## src/rtl/regfile_write_arbiter.sv

```systemverilog
// Owns the register-file write port: clears every general register after reset, then
// round-robin arbitrates writeback requesters onto RegWr/RW/BusW.
module regfile_write_arbiter #(
    parameter int NREQ           = 2,
    parameter int DATA_W         = 64,
    parameter int ADDR_W         = 5,
    parameter int ZERO_REG       = 31,
    parameter bit CLEAR_ON_RESET = 1'b1
) (
    input  logic                     Clk,
    input  logic                     Reset,
    input  logic [NREQ-1:0]          ReqValid,
    input  logic [NREQ*ADDR_W-1:0]   ReqAddr,
    input  logic [NREQ*DATA_W-1:0]   ReqData,
    output logic [NREQ-1:0]          ReqReady,
    output logic                     RegWr,
    output logic [ADDR_W-1:0]        RW,
    output logic [DATA_W-1:0]        BusW,
    output logic                     ClearDone
);

    localparam int PTR_W = (NREQ > 1) ? $clog2(NREQ) : 1;
    localparam logic [ADDR_W-1:0] ZERO_ADDR = ADDR_W'(ZERO_REG);
    localparam logic [ADDR_W-1:0] MAX_ADDR  = {ADDR_W{1'b1}};
    // The last clear index is the top register unless that one is the zero register.
    localparam logic [ADDR_W-1:0] LAST_IDX  = (ZERO_ADDR == MAX_ADDR) ? MAX_ADDR - 1'b1 : MAX_ADDR;

    typedef enum logic [0:0] {
        CLEAR = 1'b0,
        RUN   = 1'b1
    } state_t;

    localparam state_t INIT_STATE = CLEAR_ON_RESET ? CLEAR : RUN;

    state_t               state;
    state_t               next_state;
    logic [PTR_W-1:0]     rr_ptr;
    logic [PTR_W-1:0]     ptr_next;
    logic [ADDR_W-1:0]    clr_cnt;
    logic [ADDR_W-1:0]    clear_addr;
    logic                 clear_last;
    logic                 run_active;
    logic [NREQ-1:0]      eligible;
    logic [NREQ-1:0]      zero_req;
    logic [NREQ-1:0]      grant_vec;
    logic                 grant_valid;
    logic [ADDR_W-1:0]    sel_addr;
    logic [DATA_W-1:0]    sel_data;

    assign clear_addr = (clr_cnt == ZERO_ADDR) ? clr_cnt + 1'b1 : clr_cnt;
    assign clear_last = (clear_addr == LAST_IDX);
    assign run_active = !Reset && (state == RUN);

    always_ff @(posedge Clk) begin
        if (Reset) begin
            state <= INIT_STATE;
        end else begin
            state <= next_state;
        end
    end

    always_comb begin
        next_state = state;
        case (state)
            CLEAR:   if (clear_last) next_state = RUN;
            RUN:     next_state = RUN;
            default: next_state = INIT_STATE;
        endcase
    end

    // Zero-register requests are consumed in place; the rest compete from rr_ptr onward.
    always_comb begin
        int idx;
        idx         = 0;
        eligible    = '0;
        zero_req    = '0;
        grant_vec   = '0;
        grant_valid = 1'b0;
        sel_addr    = '0;
        sel_data    = '0;
        ptr_next    = rr_ptr;
        for (int i = 0; i < NREQ; i++) begin
            if (ReqValid[i]) begin
                if (ReqAddr[i*ADDR_W +: ADDR_W] == ZERO_ADDR) begin
                    zero_req[i] = 1'b1;
                end else begin
                    eligible[i] = 1'b1;
                end
            end
        end
        for (int k = 0; k < NREQ; k++) begin
            idx = int'(rr_ptr) + k;
            if (idx >= NREQ) begin
                idx = idx - NREQ;
            end
            if (!grant_valid && eligible[idx]) begin
                grant_valid    = 1'b1;
                grant_vec[idx] = 1'b1;
                sel_addr       = ReqAddr[idx*ADDR_W +: ADDR_W];
                sel_data       = ReqData[idx*DATA_W +: DATA_W];
                ptr_next       = (idx == NREQ - 1) ? '0 : PTR_W'(idx + 1);
            end
        end
    end

    assign ReqReady = run_active ? (zero_req | grant_vec) : '0;

    always_ff @(posedge Clk) begin
        if (Reset) begin
            RegWr     <= 1'b0;
            RW        <= '0;
            BusW      <= '0;
            ClearDone <= 1'b0;
            rr_ptr    <= '0;
            clr_cnt   <= '0;
        end else begin
            case (state)
                CLEAR: begin
                    RegWr   <= 1'b1;
                    RW      <= clear_addr;
                    BusW    <= '0;
                    clr_cnt <= clear_addr + 1'b1;
                    if (clear_last) begin
                        ClearDone <= 1'b1;
                    end
                end
                RUN: begin
                    ClearDone <= 1'b1;
                    if (grant_valid) begin
                        RegWr  <= 1'b1;
                        RW     <= sel_addr;
                        BusW   <= sel_data;
                        rr_ptr <= ptr_next;
                    end else begin
                        RegWr  <= 1'b0;
                    end
                end
                default: begin
                    RegWr <= 1'b0;
                end
            endcase
        end
    end

endmodule

```

## config.mk

```make
export PLATFORM = sky130hd
export DESIGN_NAME = regfile_write_arbiter
export DESIGN_NICKNAME = d
export VERILOG_FILES = /design/src/rtl/regfile_write_arbiter.sv
export SDC_FILE = /design/constraint.sdc
export NUM_CORES = 1
export LEC_CHECK = 0
export ABC_AREA = 1
export ABC_CLOCK_PERIOD_IN_PS = 1600
export CORE_AREA = 2 2 194 101
export DETAILED_ROUTE_END_ITERATION = 8
export DIE_AREA = 0 0 196 103
export GPL_TIMING_DRIVEN = 0
export PLACE_DENSITY = 0.63
export SLEW_MARGIN = 20
export SYNTH_ARGS = -nofsm -noshare
export SYNTH_HDL_FRONTEND = slang
export SYNTH_SLANG_ARGS = --single-unit
```

## constraint.sdc

```tcl
create_clock -name Clk -period 1.6 [get_ports Clk]
set_input_delay 0.32 -clock Clk [delete_from_list [all_inputs] [get_ports Clk]]
set_output_delay 0.32 -clock Clk [all_outputs]
set_load 0.01 [all_outputs]
```

==> results of run 1 <==
-- sequential cells by signal, indices dropped and copies added (netlist names) --
signal     cells
ClearDone      1
rr_ptr         1
RegWr          1
RW             5
state          1
clr_cnt        5
BusW          64
-- through the flow --
| step | cell area [um^2] | util | setup WS, ns | total power [mW] | instances |
|---|---|---|---|---|---|
| after floorplan | 5460 | - | 0.213 | 2.41 | 924 |
| after global placement | 7910 | 0.422 | -1.00 | 2.91 | 1385 |
| after detailed placement | 7910 | 0.422 | -0.994 | 2.92 | 1385 |
| after CTS | 8500 | 0.453 | -0.0326 | 5.01 | 1416 |
| after global routing | 8810 | 0.470 | -0.0482 | 5.25 | 1422 |
| final | 8810 | 0.470 | 0.0137 | 5.02 | 1423 |
-- critical path: cells and delay by family, from the launching register on --
family / cells / cell delay (ns)
simple gates: 1 / 0.07
buf+inv: 4 / 0.39
flops: 1 / 0.32
compound gates: 1 / 0.16
-- metal layers --
layer | track usage | wire length [um] | vias up
met5 | 0 | 0 | -
li1 | - | - | 3489
met3 | 0.0684 | 2430 | 16
met4 | 0.0385 | 180 | 0
met1 | 0.345 | 11800 | 3262
met2 | 0.324 | 9210 | 302
-- cells in the final DEF (no fill, tap or decap), types with 13 or more instances in the layout --
cell type,n
a21oi_1,42
a21oi_2,13
buf_2,15
buf_4,21
buf_6,14
clkbuf_2,17
clkdlybuf4s50_1,174
dfxtp_1,75
dlymetal6s2s_1,18
inv_1,77
nand2_1,351
nand3_1,67
o211ai_1,31
o21ai_0,127
-- final cells by class --
type	instances	area, um^2	area share
antenna	1	2.50	0.000284
tap	247	309	0.0351
buffer	69	563	0.0639
clock inverter	5	35.0	0.00398
inverter	83	314	0.0356
timing repair buffer	236	2410	0.274
sequential	78	1570	0.178
multi-input combinational	693	3370	0.382
clock buffer	11	243	0.0275
-- cell families (layout without fill, tap and decap cells) --
family          after synthesis  count (layout)  share of synthesized area
other cells                   0               1                          0
simple gates                459             459                      0.346
flops                        78              78                      0.286
xor+xnor                      1               1                    0.00161
fa+ha+maj                     2               2                    0.00459
compound gates              230             230                      0.231
buf+inv                     153             404                      0.130
mux                           1               1                    0.00183
-- final timing paths --
check,slack (ns),cells after the start,to
max,0.01,6,ReqReady[1]
min,0.45,2,BusW[4]$_SDFFE_PP0P_
max reg2reg,0.01,8,BusW[9]$_SDFFE_PP0P_
min reg2reg,0.45,2,BusW[4]$_SDFFE_PP0P_
-- power by group through the flow --
stage               clock (mW)  combinational [mW]  sequential (mW)
floorplan                    0               0.404             2.01
global placement             0               0.906             2.01
detailed placement           0               0.917             2.01
CTS                       2.06               0.985             1.96
global route              2.13                1.15             1.97
finish                    2.00                1.05             1.97
-- repair_timing --
action,in CTS,in global routing
setup buffers,14,4
gates cloned,1,3
gates resized for setup,100,112
pin swaps,15,16
setup endpoints to repair,78,90
==> summary.md, run 1 <==
| Metric | Value |
|---|---|
| Max Cap Viol | `0` |
| P_leak | `4.09 nW` |
| Worst hold margin | `0.450 ns` |
| Sink Count | `78` |
| Grt ovf | `0` |
| Final Setup Violations | `0` |
| Sequential power share | `0.392` |
| Worst path arrival time | `1.27 ns` |
| Max Transition Viols Final | `0` |
| Fillers | `1931` |
| Synth cell types | `29` |
| Cells after synthesis | `924` |
| Clock root cell | `clkbuf_16` |
| Total CTS buffers | `9` |
| Iteration count of the initial detailed-routing pass | `5` |
| Yosys reg bits | `78` |
| Worst-margin pin slew | `0.642 ns` |
| HP Class | `flop to flop` |
| Clock Power Share | `0.399` |
| Total Wirelength | `23600 um` |
| Final Hold Viols | `0` |
| Via Count | `7069` |
| First-pass GRT wire length | `36100 um` |
| Synth top cells by count | `359 x nand2_1, 139 x o21ai_0, 81 x inv_1, 78 x dfxtp_1, 75 x nand3_1` |
| Final ANT Viol Nets | `0` |
| Comb pwr share | `0.209` |
| Hpwl dp | `17600 um` |
| Worst Path Max Fanout | `6` |
| Hold wc startpoint | `BusW[4]$_SDFFE_PP0P_` |
| Crit-path cells | `buf_6, inv_4, nand3_2, inv_2, a211oi_2, buf_2` |
| CTS tree | `done` |
| Primary FF master, synth | `dfxtp_1` |
| Sw power | `1.41 mW` |
| CTS Buffer Depth | `2` |
| R2r startpoint | `rr_ptr$_SDFFE_PP0P_` |
| Clock period minus worst slack | `1.59 ns` |
| Status | `finished clean` |
| Largest net degree at the start of global routing | `14` |
| Synth async-reset ratio | `0` |
| Share of cells above drive strength 1 | `0.138` |
| DRC Markers | `0` |
| Crit start category | `flop` |
| Syn nets | `1068` |
| CP required | `1.28 ns` |
| Yosys top cell area share | `0.286` |
| Critical path launch point | `rr_ptr$_SDFFE_PP0P_` |
| H-Tree Depth | `3` |
| RSZ-0062 raised after global routing | `true` |
| Vias in the first global route | `6522` |
| Slowest stage delay, CP | `0.32 ns` |
| Synth area leader | `dfxtp_1` |
| RePlAce Congestion | `0.850` |
| Initial DRC count | `430` |
| Die height | `103 um` |
| Overall Global Routing Usage | `0.230` |
| Max Clk Rate | `630 MHz` |
| CP max-delay cell | `dfxtp_2` |
| Post-Synthesis Cell Area | `5460 um^2` |
| Worst setup EP type | `output port` |
| Int Power | `3.61 mW` |
| PwrDens | `570 nW/um^2` |
| Initial antenna violation count | `1` |
| Maximum vdd drop | `470 uV` |
| Post-synthesis sequential area ratio | `0.286` |
| Avg Inst Size Synth | `5.91 um^2` |
| Critical path type | `flop to output port` |
| Die area | `20200 um^2` |
| Hold buffers post-CTS | `0` |
| Clock slew at reported path FFs | `0.07 ns` |
| Row count | `36` |
| Core Region | `18700 um^2` |
| Switch share | `0.281` |
| Routed len/inst | `16.6 um` |
| Final TNS setup | `0 ns` |
| Top cells by area, synth | `dfxtp_1 29%, nand2_1 25%, o21ai_0 13%` |
| Vias per std cell | `4.97` |
| Skew final | `0.00611 ns` |
| Most frequent cell after synthesis | `nand2_1` |
| EDFF count, synth | `0` |
| Port Buf Inserts | `214` |
| Initial Util | `0.291` |
| Tcrit/Tclk final | `0.991` |
| Yosys warns | `0` |
| I/O pins | `215` |
| Chip Width | `196 um` |
| Clock Latency Late Sink | `0.34 ns` |
| Final Net Count | `1314` |
| Layout area overhead | `61.5%` |
| Max-slew headroom | `0.572` |
No activity file was read; power rests on OpenSTA's default activity.
==> inputs of run 2 (changes only) <==
Settings changed: CORE_AREA 2 2 194 101 to 2 2 159 83, DIE_AREA 0 0 196 103 to 0 0 161 85, PLACE_DENSITY 0.63 to 0.87.
==> run 2 against run 1 <==
  * The run now ends with setup timing left
  * Clock power rose by 27%
  * Sequential cell count unchanged
  * Via count grew 6.4%
  * Power grew 11%
  * Count of clock-buffer cells in the layout shrank 1
  * Sequential power barely moved
  * Routed wire length is 1.9% lower
  * Critical path depth rose by 2
  * Register-to-register slack got worse by 0.03 ns
  * Global-route usage rose by 8.5 points
==> summary.md, run 2 (synthesis results as in run 1) <==
| Metric | Value |
|---|---|
| Max Transition Viols Final | `0 (unchanged)` |
| Worst-margin pin slew | `0.673 ns (was 0.642 ns)` |
| Worst setup EP type | `flop (was output port)` |
| Most common cell after layout, fill and taps aside | `nand2_1 (unchanged)` |
| Initial antenna violation count | `0 (was 1)` |
| Largest register by flop count | `BusW (unchanged)` |
| Max-slew headroom | `0.552 (was 0.572)` |
| Clock Latency Late Sink | `0.34 ns (about the same)` |
| Max Clk Rate | `619 MHz (was 630 MHz)` |
| CP required | `1.89 ns (was 1.28 ns)` |
| Share of cells above drive strength 1 | `0.140 (was 0.138)` |
| Critical path type | `flop to flop (was flop to output port)` |
| DRC Markers | `0 (unchanged)` |
| Maximum vdd drop | `494 uV (was 470 uV)` |
| Final Setup Violations | `2 (was 0)` |
| Vias per std cell | `5.57 (was 4.97)` |
| # diodes | `0 (was 1)` |
| Critical path launch point | `rr_ptr$_SDFFE_PP0P_ (unchanged)` |
| Max reg flops | `64 (unchanged)` |
| Clock period minus worst slack | `1.62 ns (was 1.59 ns)` |
| Vias in the first global route | `6650 (was 6522)` |
| Crit-path cells | `buf_4, buf_6, clkbuf_4, nand2_1, o21ai_0, o21ai_0, nand2_1, nand2_1 (was buf_6, inv_4, nand3_2, inv_2, a211oi_2, buf_2)` |
| Die area | `13700 um^2 (was 20200 um^2)` |
| Finished Cell Area | `8830 um^2 (was 8810 um^2)` |
| Largest regs | `BusW x64, RW x5, clr_cnt x5 (unchanged)` |
| Comb pwr share | `0.194 (was 0.209)` |
| Worst reg2reg path depth | `8 (unchanged)` |
| Sw power | `1.34 mW (was 1.41 mW)` |
| R2r setup slk | `-0.02 ns (was 0.01 ns)` |
| Crit start category | `flop (unchanged)` |
| P_leak | `4.04 nW (was 4.09 nW)` |
| Die height | `85 um (was 103 um)` |
| Int Power | `4.24 mW (was 3.61 mW)` |
| Hpwl dp | `16200 um (was 17600 um)` |
| Initial Util | `0.442 (was 0.291)` |
| Chip Width | `161 um (was 196 um)` |
| Clock Power Share | `0.454 (was 0.399)` |
| Cell Area, Placed | `7810 um^2 (was 7910 um^2)` |
| Post-Place Worst Slack | `-0.945 ns (was -0.994 ns)` |
| Worst setup path end | `BusW[62]$_SDFFE_PP0P_ (was ReqReady[1])` |
| Final Worst Setup Slack | `-0.0167 ns (was 0.0137 ns)` |
| RePlAce Congestion | `0.888 (was 0.850)` |
| Final Hold Viols | `0 (unchanged)` |
| Most frequent CP cell | `nand2_1` |
| Overall Global Routing Usage | `0.315 (was 0.230)` |
| Initial DRC count | `901 (was 430)` |
| Tcrit/Tclk final | `1.01 (was 0.991)` |
| Clock slew at reported path FFs | `0.07 ns (about the same)` |
| CP max-delay cell | `dfxtp_4 (was dfxtp_2)` |
| Via Count | `7523 (was 7069)` |
| Total Wirelength | `23100 um (was 23600 um)` |
| Worst hold margin | `0.452 ns (was 0.450 ns)` |
| Final ANT Viol Nets | `0 (unchanged)` |
| FF/Latch Area | `1570 um^2 (about the same)` |
| CTS Buffer Depth | `2 (unchanged)` |
| Row count | `29 (was 36)` |
| First-pass GRT wire length | `34300 um (was 36100 um)` |
| Slowest stage delay, CP | `0.37 ns (was 0.32 ns)` |
| Core Region | `12300 um^2 (was 18700 um^2)` |
| Sequential power share | `0.352 (was 0.392)` |
| H-Tree Depth | `3 (unchanged)` |
| Fillers | `1003 (was 1931)` |
| Worst path arrival time | `1.91 ns (was 1.27 ns)` |
| HP Class | `flop to flop (unchanged)` |
| Total CTS buffers | `9 (unchanged)` |
| Final TNS setup | `-0.0288 ns (was 0 ns)` |
| Grt ovf | `0 (unchanged)` |
| Largest net degree at the start of global routing | `13 (was 14)` |
| CTS tree | `done (unchanged)` |
| I/O pins | `215 (unchanged)` |
| Layout area overhead | `61.9% (was 61.5%)` |
| PwrDens | `632 nW/um^2 (was 570 nW/um^2)` |
| Worst Path Max Fanout | `10 (was 6)` |
| Sink Count | `78 (unchanged)` |
| Clock root cell | `clkbuf_16 (unchanged)` |
| Routed len/inst | `17.1 um (was 16.6 um)` |
| Skew final | `0.0100 ns (was 0.00611 ns)` |
| Hold buffers post-CTS | `0 (unchanged)` |
| Highest-count cells in the layout ignoring fill and taps | `349 x nand2_1, 185 x clkdlybuf4s50_1, 136 x o21ai_0 (was 351 x nand2_1, 174 x clkdlybuf4s50_1, 127 x o21ai_0)` |
| Failing checks | `setup timing` |
| Max Cap Viol | `0 (unchanged)` |
| Status | `finished with violations (was finished clean)` |
| Switch share | `0.241 (was 0.281)` |
| R2r startpoint | `rr_ptr$_SDFFE_PP0P_ (unchanged)` |
| Iteration count of the initial detailed-routing pass | `6 (was 5)` |
| Area of the multi-input gates | `3380 um^2 (was 3370 um^2)` |
| Port Buf Inserts | `214 (unchanged)` |
| Final Net Count | `1321 (was 1314)` |
| Reg-to-Reg End | `BusW[62]$_SDFFE_PP0P_ (was BusW[9]$_SDFFE_PP0P_)` |
[run 2: layout make-up]
type	count	share of cell area
Multi-Input combinational cell	693	0.383
Timing Repair Buffer	244	0.283
Sequential cell	78	0.178
Buffer	68	0.0562
Inverter	83	0.0356
Clock buffer	10	0.0271
Tap cell	170	0.0241
Clock inverter	4	0.0136
[run 2: how the worst min path moves through the flow]
stage,startpoint,cells after the start,end
3_5_place_dp,RW[2]$_SDFFE_PP0P_,2,RW[2]$_SDFFE_PP0P_
3_3_place_gp,RW[2]$_SDFFE_PP0P_,2,RW[2]$_SDFFE_PP0P_
5_1_grt,BusW[3]$_SDFFE_PP0P_,2,BusW[3]$_SDFFE_PP0P_
6_report,BusW[7]$_SDFFE_PP0P_,2,BusW[7]$_SDFFE_PP0P_
4_1_cts,BusW[4]$_SDFFE_PP0P_,2,BusW[4]$_SDFFE_PP0P_
2_1_floorplan,clr_cnt[3]$_SDFFE_PP0N_,1,clr_cnt[3]$_SDFFE_PP0N_
[run 2: what timing repair did]
item                                    CTS  global route
cloned                                    1             4
pin swaps                                 9            19
resized for setup                        82            86
endpoints found under the setup margin   73            85
setup buffers                            17             8
[run 2: per-stage QoR]
step / std cells / power, mW / util
2_1_floorplan: 924 / 2.41 / -
3_3_place_gp: 1308 / 2.89 / 0.633
3_5_place_dp: 1308 / 2.91 / 0.633
4_1_cts: 1340 / 5.46 / 0.688
5_1_grt: 1350 / 5.76 / 0.716
6_report: 1350 / 5.58 / 0.716
[run 2: worst max-delay path, delay by kind of cell (launching register included)]
family,cells,cell delay (ns)
buffers and inverters,3,0.52
AO/OA/AOI/OAI,2,0.40
flip-flops,1,0.37
AND/OR/NAND/NOR,3,0.26
[run 2: metal layers]
| metal | part of all wire | track usage | vias up | routed length [um] |
|---|---|---|---|---|
| met5 | 0 | 0 | - | 0 |
| met4 | 0.021 | 0.0674 | 0 | 478 |
| met3 | 0.13 | 0.101 | 60 | 2940 |
| met2 | 0.41 | 0.449 | 507 | 9460 |
| met1 | 0.44 | 0.463 | 3453 | 10300 |
| li1 | - | - | 3503 | - |
[run 2: power by group through the flow]
stage	Clock, mW	Sequential [mW]	Combinational [mW]
after floorplan	0	2.01	0.404
after global placement	0	2.01	0.887
after detailed placement	0	2.01	0.903
after CTS	2.54	1.96	0.954
after global routing	2.62	1.97	1.16
final	2.53	1.97	1.08
==> inputs of run 3 (changes only) <==
Settings changed: ABC_CLOCK_PERIOD_IN_PS 1600 to 1700.
Clock period 1.6 ns to 1.7 ns, I/O delays scaled along.
==> run 3 against run 2 <==
  * The flow now finishes without violations
  * Largest cell class unchanged
  * Critical path type unchanged
  * Largest power group unchanged
  * Routed wire length is 3.7% lower
  * Hold slack worse by 0.00098 ns
  * Worst setup slack better by 0.035 ns
  * Register-to-register slack better by 0.04 ns
  * Count of clock-buffer cells in the layout stayed put
==> summary.md, run 3 (synthesis results as in run 1) <==
| Metric | Value |
|---|---|
| Met1 Resource Use GR | `0.458 (was 0.463)` |
| Row count | `29 (unchanged)` |
| Maximum vdd drop | `462 uV (was 494 uV)` |
| Final ANT Viol Nets | `0 (unchanged)` |
| Iteration count of the initial detailed-routing pass | `6 (unchanged)` |
| Largest register by flop count | `BusW (unchanged)` |
| Hold wc startpoint | `ReqValid[0] (was BusW[7]$_SDFFE_PP0P_)` |
| Highest-count cells in the layout ignoring fill and taps | `352 x nand2_1, 199 x clkdlybuf4s50_1, 137 x o21ai_0 (was 349 x nand2_1, 185 x clkdlybuf4s50_1, 136 x o21ai_0)` |
| Hpwl dp | `16200 um (unchanged)` |
| Initial antenna violation count | `0 (unchanged)` |
| Critical path type | `flop to flop (unchanged)` |
| Worst Path Max Fanout | `10 (unchanged)` |
| HP Class | `input pin to flop (was flop to flop)` |
| DRC Markers | `0 (unchanged)` |
| I/O pins | `215 (unchanged)` |
| Fillers | `1056 (was 1003)` |
| Worst setup EP type | `flop (unchanged)` |
| Clock slew at reported path FFs | `0.07 ns (about the same)` |
| Worst path arrival time | `1.89 ns (was 1.91 ns)` |
| Final Hold Viols | `0 (unchanged)` |
| M3 GR Usage | `0.0987 (was 0.101)` |
| Initial DRC count | `781 (was 901)` |
| Cell Count, Final, Fillers Out | `1343 (was 1350)` |
| Max Clk Rate | `595 MHz (was 619 MHz)` |
| CP required | `1.91 ns (was 1.89 ns)` |
| Total CTS buffers | `9 (unchanged)` |
| Via Count | `7291 (was 7523)` |
| # diodes | `0 (unchanged)` |
| RePlAce Congestion | `0.888 (unchanged)` |
| Clock root cell | `clkbuf_16 (unchanged)` |
| Core Region | `12300 um^2 (unchanged)` |
| H-Tree Depth | `3 (unchanged)` |
| Critical path launch point | `rr_ptr$_SDFFE_PP0P_ (unchanged)` |
| Worst-margin pin slew | `0.603 ns (was 0.673 ns)` |
| Routed len/inst | `16.6 um (was 17.1 um)` |
| Max Cap Viol | `0 (unchanged)` |
| GRT Max-Usage Layer | `met1 (unchanged)` |
| Grt ovf | `0 (unchanged)` |
| Clock period minus worst slack | `1.68 ns (was 1.62 ns)` |
| Skew final | `0.00912 ns (was 0.0100 ns)` |
| Met2 usage | `0.445 (was 0.449)` |
| Hold buffers post-CTS | `0 (unchanged)` |
| Total Wirelength | `22300 um (was 23100 um)` |
| Largest regs | `BusW x64, RW x5, clr_cnt x5 (unchanged)` |
| PwrDens | `601 nW/um^2 (was 632 nW/um^2)` |
| Sink Count | `78 (unchanged)` |
| Max-slew headroom | `0.598 (was 0.552)` |
| CTS Buffer Depth | `2 (unchanged)` |
| Overall Global Routing Usage | `0.310 (was 0.315)` |
| Chip Width | `161 um (unchanged)` |
| Status | `finished clean (was finished with violations)` |
| Crit start category | `flop (unchanged)` |
| P_leak | `3.75 nW (was 4.04 nW)` |
| Post-Place Worst Slack | `-0.885 ns (was -0.945 ns)` |
| Die area | `13700 um^2 (unchanged)` |
| Most common cell after layout, fill and taps aside | `nand2_1 (unchanged)` |
| Largest net degree at the start of global routing | `13 (unchanged)` |
| Vias in the first global route | `6563 (was 6650)` |
| Max reg flops | `64 (unchanged)` |
| Port Buf Inserts | `214 (unchanged)` |
| Placed cell count | `1308 (unchanged)` |
| Final Net Count | `1314 (was 1321)` |
| First-pass GRT wire length | `33800 um (was 34300 um)` |
| Total Power | `5.18 mW (was 5.58 mW)` |
| Initial Util | `0.442 (unchanged)` |
| Share of cells above drive strength 1 | `0.115 (was 0.140)` |
| Die height | `85 um (unchanged)` |
| Final Setup Violations | `0 (was 2)` |
| Vias per std cell | `5.43 (was 5.57)` |
| Layout area overhead | `58.0% (was 61.9%)` |
| CTS tree | `done (unchanged)` |
| Final Worst Setup Slack | `0.0185 ns (was -0.0167 ns)` |
| R2r startpoint | `rr_ptr$_SDFFE_PP0P_ (unchanged)` |
| Final TNS setup | `0 ns (was -0.0288 ns)` |
| Max Transition Viols Final | `0 (unchanged)` |
| Tcrit/Tclk final | `0.989 (was 1.01)` |
| Clock Latency Late Sink | `0.34 ns (about the same)` |
[run 3: timing repair]
item / in CTS / in global routing
buffers inserted: 9 / 7
resized for setup: 63 / 54
gates cloned: 1 / 5
pin swaps: 9 / 9
setup endpoints to repair: 68 / 67
[run 3: worst max-delay path, cell delays in order (launching register included)]
cell and delay, ns:
dfxtp_2 0.32, buf_6 0.12, clkbuf_4 0.17, buf_6 0.16, buf_4 0.18, nor2_2 0.12, a21oi_1 0.06, o211ai_1 0.31
nand2_1 0.10
[run 3: layout make-up]
cell class | instances | area (um^2) | share of cell area
buffer | 69 | 502 | 0.0582
clock buffer | 10 | 239 | 0.0277
clock inverter | 4 | 120 | 0.0139
inverter | 83 | 314 | 0.0364
multi-input combinational | 693 | 3270 | 0.380
sequential | 78 | 1560 | 0.181
tap | 170 | 213 | 0.0247
timing repair buffer | 236 | 2390 | 0.278
[run 3: routing by layer]
layer  share of wire  vias to the layer above
met5               0                        -
met4          0.0092                        0
met3            0.13                       32
met2            0.41                      446
met1            0.45                     3329
li1                -                     3484
[run 3: per-stage QoR]
| step | area (um^2) | util | hold WS [ns] |
|---|---|---|---|
| after global placement | 7810 | 0.633 | 0.438 |
| final | 8620 | 0.699 | 0.451 |
| after CTS | 8370 | 0.679 | 0.452 |
| after global routing | 8620 | 0.699 | 0.462 |
| after detailed placement | 7810 | 0.633 | 0.439 |
| after floorplan | 5460 | - | 0.468 |
[run 3: worst paths after layout]
check / to / slack [ns] / depth (start not counted)
worst max-delay path: BusW[9]$_SDFFE_PP0P_ / 0.02 / 8
worst max register to register: BusW[9]$_SDFFE_PP0P_ / 0.02 / 8
worst min register to register: BusW[7]$_SDFFE_PP0P_ / 0.45 / 2
worst min-delay path: rr_ptr$_SDFFE_PP0P_ / 0.45 / 5
[run 3: power breakdown]
group          internal (mW)  total [mW]  switching (mW)
logic                  0.507       0.950           0.443
clock network           1.61        2.38           0.774
registers               1.84        1.85          0.0105
